[config.mk]
export PLATFORM = sky130hd
export DESIGN_NAME = imem_dmem_arbiter
export DESIGN_NICKNAME = d
export VERILOG_FILES = /design/src/rtl/rv_mem_pkg.sv /design/src/rtl/arb_pick.sv /design/src/rtl/imem_dmem_arbiter.sv
export SDC_FILE = /design/constraint.sdc
export NUM_CORES = 1
export LEC_CHECK = 0
export ABC_AREA = 1
export CORE_AREA = 2 2 98 100
export DETAILED_ROUTE_END_ITERATION = 10
export DIE_AREA = 0 0 100 102
export PLACE_DENSITY = 0.59
export SLEW_MARGIN = 15
export SYNTH_ARGS = -nofsm -noshare
export SYNTH_HDL_FRONTEND = slang
export SYNTH_SLANG_ARGS = --single-unit
[constraint.sdc]
create_clock -name clk_i -period 2.68 [get_ports clk_i]
set_clock_uncertainty 0.2 [all_clocks]
set_input_delay 0.536 -clock clk_i [delete_from_list [all_inputs] [get_ports clk_i]]
set_output_delay 0.536 -clock clk_i [all_outputs]
set_load 0.01 [all_outputs]
[src/rtl/rv_mem_pkg.sv]
// Shared constants and address helpers for the IF/DM memory arbiter.
package rv_mem_pkg;

  localparam int unsigned WORD_W = 32;
  localparam int unsigned BE_W   = 4;

  localparam logic OWN_IF = 1'b1;
  localparam logic OWN_DM = 1'b0;

  // Byte address to word address; callers truncate to their RAM width.
  function automatic logic [WORD_W-3:0] byte_to_word(input logic [WORD_W-1:0] addr);
    return addr[WORD_W-1:2];
  endfunction

endpackage

[src/rtl/arb_pick.sv]
// Combinational winner select for the shared RAM port.
// Policy: DM priority with starvation override, or round-robin when ARB_RR_EN is defined.
module arb_pick (
  input  logic if_req_i,
  input  logic dm_req_i,
  input  logic prio_i,    // starve_hit, or last_was_if under ARB_RR_EN
  output logic if_win_o,
  output logic dm_win_o
);

  logic if_pref;

`ifdef ARB_RR_EN
  assign if_pref = ~prio_i;
`else
  assign if_pref = prio_i;
`endif

  always_comb begin
    if_win_o = if_req_i & (~dm_req_i | if_pref);
    dm_win_o = dm_req_i & ~if_win_o;
  end

endmodule

[src/rtl/imem_dmem_arbiter.sv]
// Arbitrates the single-port synchronous-read RAM between instruction fetch and data port.
// Optional macro ARB_RR_EN selects round-robin conflict resolution.
module imem_dmem_arbiter
  import rv_mem_pkg::*;
#(
  parameter int unsigned ADDR_W       = 8,
  parameter int unsigned STARVE_LIMIT = 4
) (
  input  logic              clk_i,
  input  logic              rst_i,
  input  logic              if_req_i,
  input  logic [WORD_W-1:0] if_addr_i,
  output logic              if_gnt_o,
  output logic              if_rvalid_o,
  output logic [WORD_W-1:0] if_rdata_o,
  input  logic              dm_req_i,
  input  logic              dm_we_i,
  input  logic [WORD_W-1:0] dm_addr_i,
  input  logic [BE_W-1:0]   dm_be_i,
  input  logic [WORD_W-1:0] dm_wdata_i,
  output logic              dm_gnt_o,
  output logic              dm_rvalid_o,
  output logic [WORD_W-1:0] dm_rdata_o,
  output logic              mem_request_o,
  output logic              mem_w_en_o,
  output logic [ADDR_W-1:0] mem_address_o,
  output logic [BE_W-1:0]   mem_masking_o,
  output logic [WORD_W-1:0] mem_write_data_o,
  input  logic [WORD_W-1:0] mem_read_data_i
);

  logic if_req_v, dm_req_v, prio;
  logic rd_pend_q, rd_pend_d;
  logic rd_owner_if_q, rd_owner_if_d;

  // No grant may be issued while reset is held.
  assign if_req_v = if_req_i & ~rst_i;
  assign dm_req_v = dm_req_i & ~rst_i;

  arb_pick u_pick (
    .if_req_i (if_req_v),
    .dm_req_i (dm_req_v),
    .prio_i   (prio),
    .if_win_o (if_gnt_o),
    .dm_win_o (dm_gnt_o)
  );

`ifdef ARB_RR_EN
  logic last_was_if_q, last_was_if_d;

  assign prio = last_was_if_q;

  always_comb begin
    last_was_if_d = last_was_if_q;
    if (if_req_v && dm_req_v) last_was_if_d = if_gnt_o;
  end

  always_ff @(posedge clk_i or posedge rst_i) begin
    if (rst_i) last_was_if_q <= 1'b0;
    else       last_was_if_q <= last_was_if_d;
  end
`else
  localparam logic [3:0] Limit = 4'(STARVE_LIMIT);

  logic [3:0] starve_q, starve_d;

  assign prio = (starve_q == Limit);

  always_comb begin
    starve_d = starve_q;
    if (!if_req_i || if_gnt_o)  starve_d = 4'd0;
    else if (starve_q != Limit) starve_d = starve_q + 4'd1;
  end

  always_ff @(posedge clk_i or posedge rst_i) begin
    if (rst_i) starve_q <= 4'd0;
    else       starve_q <= starve_d;
  end
`endif

  always_comb begin
    rd_pend_d     = if_gnt_o | (dm_gnt_o & ~dm_we_i);
    rd_owner_if_d = if_gnt_o ? OWN_IF : OWN_DM;
  end

  always_ff @(posedge clk_i or posedge rst_i) begin
    if (rst_i) begin
      rd_pend_q     <= 1'b0;
      rd_owner_if_q <= 1'b0;
    end else begin
      rd_pend_q     <= rd_pend_d;
      rd_owner_if_q <= rd_owner_if_d;
    end
  end

  always_comb begin
    mem_request_o    = 1'b0;
    mem_w_en_o       = 1'b0;
    mem_address_o    = '0;
    mem_masking_o    = '0;
    mem_write_data_o = '0;
    if (if_gnt_o) begin
      mem_request_o = 1'b1;
      mem_address_o = ADDR_W'(byte_to_word(if_addr_i));
    end else if (dm_gnt_o) begin
      mem_request_o    = 1'b1;
      mem_w_en_o       = dm_we_i;
      mem_address_o    = ADDR_W'(byte_to_word(dm_addr_i));
      mem_masking_o    = dm_be_i;
      mem_write_data_o = dm_wdata_i;
    end
  end

  always_comb begin
    if_rvalid_o = rd_pend_q & rd_owner_if_q;
    dm_rvalid_o = rd_pend_q & ~rd_owner_if_q;
    if_rdata_o  = mem_read_data_i;
    dm_rdata_o  = mem_read_data_i;
  end

endmodule

==> results of run 1 <==
==> through the flow <==
step | hold slack [ps] | std cells
finish | 313 | 373
global route | 331 | 373
CTS | 296 | 373
detailed placement | 418 | 368
global placement | 388 | 368
floorplan | 135 | 211
==> metal layers <==
metal | track usage (%) | wire length (µm) | vias to the layer above
met1 | 7.94 | 1640 | 560
met4 | 3.48 | 184 | 0
met5 | 0 | 0 | -
li1 | - | - | 637
met2 | 12.8 | 1900 | 89
met3 | 3.08 | 569 | 24
==> layout make-up <==
type	instances	area, µm²	share of cell area (%)
clock buffer	3	41.3	2.05
timing repair buffer	114	1060	52.9
tap	111	139	6.90
multi-input combinational	91	423	21.0
sequential	6	150	7.46
inverter	47	184	9.14
timing repair inverter	1	11.3	0.560
==> final timing paths <==
check / depth (start not counted) / to
worst max-delay path: 9 / mem_masking_o[1]
worst min-delay path: 3 / rd_pend_q
worst max register to register: 9 / starve_q[1]
worst min register to register: 3 / starve_q[3]
max in group asynchronous: 3 / starve_q[0]
min in group clk_i: 3 / starve_q[3]
==> cells by family (layout without fill, tap and decap cells) <==
logic type / count (synthesis) / in the layout
buf+inv: 114 / 165
simple gates: 82 / 82
flops: 6 / 6
compound gates: 5 / 5
fa+ha+maj: 2 / 2
xor+xnor: 2 / 2
==> registers in the layout, indices dropped and copies added (netlist names) <==
signal         count
starve_q           4
rd_owner_if_q      1
rd_pend_q          1
==> cell usage in the layout, fill, tap and decap left out <==
cell             Yosys  final
nor2_1              43     42
dfrtp_1              6      6
inv_8                0      2
nand3_2              0      1
a21oi_4              1      1
clkbuf_8             0      3
buf_6                3      1
clkdlybuf4s15_2      0      1
nand2_2              0      2
clkdlybuf4s15_1      0     10
o21ai_0              4      4
buf_4               64      5
inv_1               46     45
dlymetal6s2s_1       0      2
dlygate4sd2_1        0     26
inv_2                0      1
clkbuf_2             0     12
nor2_2               3      3
ha_1                 2      2
clkdlybuf4s50_1      0     55
nand2_1             27     25
nand3_1              9      8
nor2_4               0      1
xor2_1               2      2
buf_12               0      2
==> what timing repair did <==
item,CTS,global route
gates resized for setup,65,32
cloned,1,0
pin swaps,1,0
setup endpoints to repair,48,46
buffers inserted,1,0
endpoints found under the hold margin,0,0
==> power groups by stage <==
stage	combinational (mW)	clock (mW)	sequential, mW
after floorplan	0.201	0	0.106
after global placement	0.280	0	0.108
after detailed placement	0.282	0	0.109
after CTS	0.272	0.135	0.107
after global routing	0.291	0.143	0.109
final	0.268	0.132	0.108
==> tightest hold or removal path, delay by kind of cell <==
kind | cells | cell delay (ps)
buf+inv | 3 | 520
==> results.txt, run 1 <==
Synth area leader: buf_4
Post-Syn Area per Cell: 5.93 µm²
clk slew on worst S/H paths: 40 ps
net count after synthesis: 350
layout cells sized above 1: 13.4%
first-pass GRT wire length: 5970 µm
die area: 10200 µm²
unrepaired setup endpoints after global routing: false
total negative slack: 0 ps
synth top area cells: buf_4 38%, inv_1 14%, nor2_1 13%
Worst IR Drop VDD: 153 µV
worst-case clock buffer depth: 2
portion of netlist area occupied by mux cells: 0%
P_sw: 161 µW
remaining global-route overflow: 0
simple-gate area share of the yosys netlist: 26.1%
Worst-Skew Late Latency: 220 ps
initial antenna violation count: 0
Mapped Area: 1250 µm²
CTS buffer count: 3
CP max stage delay: 410 ps
Post-DP Area: 2000 µm²
largest net degree at the start of global routing: 20
Site Rows: 35
Synth Area in XOR/XNOR: 1.40%
crit path kind: register to output port
DRT Wirelength: 4300 µm
WP data arrival: 1840 ps
I/O Pins: 251
Post-synth EDFFs: 0
register-to-register setup slack: 1110 ps
top cell type's share of synthesized area: 38.4%
Post-CTS Hold Buffers: 0
Comb power frac: 52.7%
DIE HEIGHT: 102 µm
Core ar.: 9110 µm²
Critical Path Source: starve_q[1]
RePlAce Congestion: 0.746
routed len/inst: 11.5 µm
Final Power: 508 µW
Synth Instances: 211
largest family of logic cells by synthesized area: buffers and inverters
post-synthesis adder-cell area fraction: 2.00%
sequential power share: 21.3%
Buf/Inv on CP: 4
Crit path max-delay family: buffers and inverters
CP endpoint kind: output port
crit path launch type: register
internal power: 347 µW
Switching Fraction: 31.7%
Layout Nets: 403
most frequent cell after synthesis: buf_4
Crit-path slowest cell: dfrtp_1
IO buf count: 106
DR vias/cell: 3.51
endpoints failing setup: 0
Max Slew Vio Count: 0
Area growth syn-to-layout: 60.8%
Clock Root Buffer: clkbuf_8
DR DRC count: 0
reg2reg start: starve_q[1]
Fillers: 1053
initial DRC count: 13
Final Hold Vio Count: 0
GRT Overall Usage: 7.41%
Core Util, Final: 22.1%
Slew headroom: 88.7%
sequential fraction of the synthesis area: 12.0%
P_leak: 1.16 nW
post-route cell area: 2010 µm²
Async SR Flop Fraction: 100%
Tightest Pin Transition: 168 ps
Yosys reg bits: 6
CTS tree: done
routed vias: 1310
crit path cell chain: inv_1 -> ha_1 -> nand2_1 -> nor2_2 -> a21oi_4 -> buf_12 -> inv_8 -> nor2_1 -> dlygate4sd2_1
final worst setup slack: 102 ps
Die Wd: 100 µm
Synth cell types: 13
Post-synth top cells: 64 x buf_4, 46 x inv_1, 43 x nor2_1, 27 x nand2_1, 9 x nand3_1
Ant. Diodes: 0
worst hold path type: input port to async pin
outcome: completed
post-detail-place hpwl: 3380 µm
vias in the first global route: 1252
final worst path period share: 96.2%
dominant synthesized flop cell: dfrtp_1
Place WS: -263 ps
post-synthesis compound-gate area fraction: 2.90%
CP max FO: 19
Clk pwr share: 26.0%
Final Critical Period: 2580 ps
Antenna Violating Nets Remaining: 0
yosys warns: 0
PwrDens: 252 nW/µm²
Fmax: 388 MHz
Initial Util: 13.7%
CP required: 1940 ps
clk sinks: 6
drt pass-1 iters: 3
H-Tree Level Count: 1
max cap viols: 0
No activity file was read; power rests on OpenSTA's default activity.
==> inputs of run 2 (changes only) <==
Settings changed: SKIP_CTS_REPAIR_TIMING set to 1.
==> run 2 against run 1 <==
Non-clock buffer count fell by 1. Total power rose by 2.2%. Via count fell by 1.2%. Sequential cell count did not move. Cell area rose by 2.7%. The run now ends with negative setup slack left.
==> results.txt, run 2 (synthesized netlist as in run 1, its figures left out) <==
CP max FO: 37
WP data arrival: 2190 ps
Ant. Diodes: 0
vias in the first global route: 1177
crit path kind: input port to output port
final worst setup slack: -243 ps
area of the multi-input gates: 405 µm²
Min Hold Slack: 418 ps
Clock Root Buffer: clkbuf_8
final worst path period share: 109%
failing checks: negative setup slack
Site Rows: 35
CP required: 1940 ps
Fmax: 342 MHz
flip-flop count of the largest register after layout: 4
Core ar.: 9110 µm²
Initial Util: 13.7%
first-pass GRT wire length: 5440 µm
CTS buffer count: 3
IO buf count: 106
Core Util, Final: 22.7%
die area: 10200 µm²
worst hold path type: register to register
post-detail-place hpwl: 3380 µm
largest net degree at the start of global routing: 38
CP endpoint kind: output port
Die Wd: 100 µm
Max Slew Vio Count: 0
register-to-register setup slack: 1080 ps
Largest Register: starve_q
clk sinks: 6
Tightest Pin Transition: 279 ps
max cap viols: 0
Worst-Skew Late Latency: 220 ps
clk slew on worst S/H paths: 30 ps
Final Hold Vio Count: 0
unrepaired setup endpoints after global routing: true
layout cells sized above 1: 5.77%
most common cell after layout, fill and taps aside: clkdlybuf4s50_1
endpoints failing setup: 40
DIE HEIGHT: 102 µm
remaining global-route overflow: 0
worst-case clock buffer depth: 2
I/O Pins: 251
initial antenna violation count: 0
Final Critical Period: 2920 ps
GRT Overall Usage: 6.68%
Fillers: 1029
worst setup path endpoint: mem_write_data_o[2]
Post-DP Area: 2000 µm²
DR vias/cell: 3.49
post-route cell area: 2070 µm²
routed len/inst: 10.7 µm
DR DRC count: 0
Register Area: 150 µm²
Worst R2R Path Depth: 7
DRT Wirelength: 3990 µm
Final Power: 519 µW
reg2reg start: starve_q[1]
Area growth syn-to-layout: 65.2%
Antenna Violating Nets Remaining: 0
Top Registers: starve_q x4, rd_owner_if_q x1, rd_pend_q x1
drt pass-1 iters: 4
routed vias: 1294
crit path launch type: input port
Critical Path Source: rst_i
H-Tree Level Count: 1
RePlAce Congestion: 0.746
most frequent cells in the layout: 98 x clkdlybuf4s50_1, 46 x inv_1, 43 x nor2_1
worst hold path depth: 3
Worst IR Drop VDD: 177 µV
outcome: finished, violations left
Slew headroom: 81.4%
PwrDens: 251 nW/µm²
initial DRC count: 8
reg-to-reg endpoint: starve_q[0]
P_leak: 1.12 nW
total negative slack: -8640 ps
CTS tree: done
Layout Nets: 401
run 2: cell type report:
| cell class | instances | share of cell area [%] |
|---|---|---|
| multi-input combinational | 91 | 19.6 |
| clock buffer | 3 | 2.00 |
| timing repair buffer | 113 | 55.6 |
| inverter | 47 | 8.78 |
| sequential | 6 | 7.26 |
| tap | 111 | 6.72 |
run 2: worst min path at each step:
stage	endpoint	start	slack [ps]
after floorplan	rd_owner_if_q	rst_i	140
after global placement	starve_q[3]	starve_q[3]	390
after detailed placement	starve_q[3]	starve_q[3]	420
after CTS	starve_q[3]	starve_q[3]	420
after global routing	starve_q[3]	starve_q[3]	450
final	starve_q[3]	starve_q[3]	420
run 2: metal layers:
| layer | vias up | track usage, % | part of all wire (%) |
|---|---|---|---|
| met5 | - | 0 | 0 |
| met2 | 91 | 11.2 | 44 |
| met1 | 547 | 7.28 | 38 |
| li1 | 633 | - | - |
| met3 | 23 | 2.74 | 14 |
| met4 | 0 | 3.48 | 4.5 |
run 2: where the power goes:
part           leakage, nW  total (mW)  internal [mW]  switching, mW
sequential          0.0800       0.108         0.0998        0.00786
clock               0.0216       0.133         0.0963         0.0364
combinational         1.02       0.278          0.169          0.110
run 2: through the flow:
step	setup WS [ps]	cells
2_1_floorplan	420	211
3_3_place_gp	-298	368
3_5_place_dp	-263	368
4_1_cts	-274	371
5_1_grt	-355	371
6_report	-243	371
run 2: worst max-delay path, stage by stage:
cell	delay (ps)
clkdlybuf4s50_1	440
inv_1	90
nand2_1	90
a21oi_4	180
inv_6	120
nor2_1	130
clkdlybuf4s50_1	550
==> inputs of run 3 (changes only) <==
Settings changed: GPL_TIMING_DRIVEN set to 0.
==> run 3 against run 2 <==
The run still ends with negative setup slack left. Sequential power is essentially flat. Critical path depth grew 4. Via count grew 37%. Fmax grew 4.0%. Cell count grew 36%. Register-to-register slack lost 40 ps. First-iteration DRC count grew 88%. Cell area grew 60%. Total power grew 42%. Combinational power grew 78%. Hold slack lost 360 ps. Setup slack gained 110 ps. Critical path type is now register to output port. Critical endpoint is now mem_write_data_o[23].
==> results.txt, run 3 (synthesized netlist as in run 1, its figures left out) <==
P_leak: 1.90 nW
Site Rows: 35
GRT Overall Usage: 8.80%
drt pass-1 iters: 3
reg-to-reg endpoint: starve_q[0]
DRT Wirelength: 5650 µm
Max Slew Vio Count: 0
final worst path period share: 105%
Initial Util: 13.7%
remaining global-route overflow: 0
RePlAce Congestion: 0.786
Critical Path Source: starve_q[1]
Largest Register: starve_q
unrepaired setup endpoints after global routing: true
CP required: 1940 ps
Core ar.: 9110 µm²
largest net degree at the start of global routing: 11
Register Area: 150 µm²
outcome: finished, violations left
Final Critical Period: 2810 ps
WP data arrival: 2070 ps
routed len/inst: 11.2 µm
PwrDens: 222 nW/µm²
vias in the first global route: 1596
endpoints failing setup: 24
routed vias: 1775
Worst IR Drop VDD: 216 µV
Die Wd: 100 µm
DR vias/cell: 3.51
reg2reg start: starve_q[0]
layout cells sized above 1: 36.5%
Post-DP Area: 3090 µm²
CP max FO: 10
clk sinks: 6
I/O Pins: 251
crit path launch type: register
most frequent cells in the layout: 124 x clkdlybuf4s50_1, 71 x buf_4, 43 x inv_1
worst-case clock buffer depth: 2
H-Tree Level Count: 1
die area: 10200 µm²
Place WS: -830 ps
post-detail-place hpwl: 4820 µm
Layout Nets: 536
initial DRC count: 15
crit path kind: register to output port
Tightest Pin Transition: 297 ps
Ant. Diodes: 0
Clock Root Buffer: clkbuf_8
final worst setup slack: -129 ps
DR DRC count: 0
Fillers: 966
IO buf count: 170
clk slew on worst S/H paths: 30 ps
post-route cell area: 3310 µm²
failing checks: negative setup slack
max cap viols: 0
flip-flop count of the largest register after layout: 4
first-pass GRT wire length: 7320 µm
CTS tree: done
total negative slack: -1080 ps
most common cell after layout, fill and taps aside: clkdlybuf4s50_1
register-to-register setup slack: 1040 ps
worst hold path type: input port to async pin
Antenna Violating Nets Remaining: 0
Slew headroom: 80.2%
CTS buffer count: 3
Worst R2R Path Depth: 7
Fmax: 356 MHz
worst setup path endpoint: mem_write_data_o[23]
CP endpoint kind: output port
Top Registers: starve_q x4, rd_owner_if_q x1, rd_pend_q x1
Area growth syn-to-layout: 164%
area of the multi-input gates: 518 µm²
Worst-Skew Late Latency: 220 ps
DIE HEIGHT: 102 µm
initial antenna violation count: 0
Final Hold Vio Count: 0
## run 3: changes by cell type in the layout (fill, tap and decap cells not counted), sizes merged
cell and delta:
clkbuf +2, buf +99, clkinv +1, clkdlybuf4s50 +26
inv -1, dlymetal6s2s +8
## run 3: worst min-delay path by stage
stage               cells after the start   startpoint            end
finish                                  2        rst_i    starve_q[1]
global route                            2        rst_i    starve_q[1]
CTS                                     3  starve_q[3]    starve_q[3]
floorplan                               1        rst_i  rd_owner_if_q
global placement                        3  starve_q[3]    starve_q[3]
detailed placement                      3  starve_q[3]    starve_q[3]
## run 3: worst max-delay path: stages (launching register included)
cell,delay [ps]
dfrtp_1,380
inv_1,60
ha_2,190
nand2_2,70
nor2_2,60
a21oi_4,290
clkinv_4,100
buf_6,150
buf_4,130
buf_12,140
nor2_1,120
clkbuf_2,160
## run 3: where the power goes
part           total [mW]  switching, mW  internal (mW)  leakage [nW]
logic               0.495          0.184          0.311          1.80
clock network       0.133         0.0364         0.0962        0.0216
registers           0.108        0.00779         0.0999        0.0800
## run 3: metrics by stage
stage                     total power, mW  utilization (%)  std cells  hold slack [ps]
final                               0.735             36.3        506             57.8
after global routing                0.785             36.3        506             62.0
after CTS                           0.717             34.4        495              381
after detailed placement            0.578             33.9        492              375
after global placement              0.574             33.9        492              364
after floorplan                     0.307                -        211              135
## run 3: area by class of cell
type / instances / area share, %
repair buffers: 184 / 54.3
multi-input cells: 91 / 15.7
plain buffers: 64 / 14.5
inverters: 47 / 5.48
flip-flops and latches: 6 / 4.54
well taps: 111 / 4.20
clock buffers: 3 / 1.25
## run 3: per-layer routing
layer  wire (µm)  part of all wire [%]  track usage, %  vias up
li1            -                     -               -      905
met1        2040                    36            9.87      762
met2        3020                    53            17.2      108
met3         592                    10            2.39        0
met4           0                     0           0.948        0
met5           0                     0               0        -
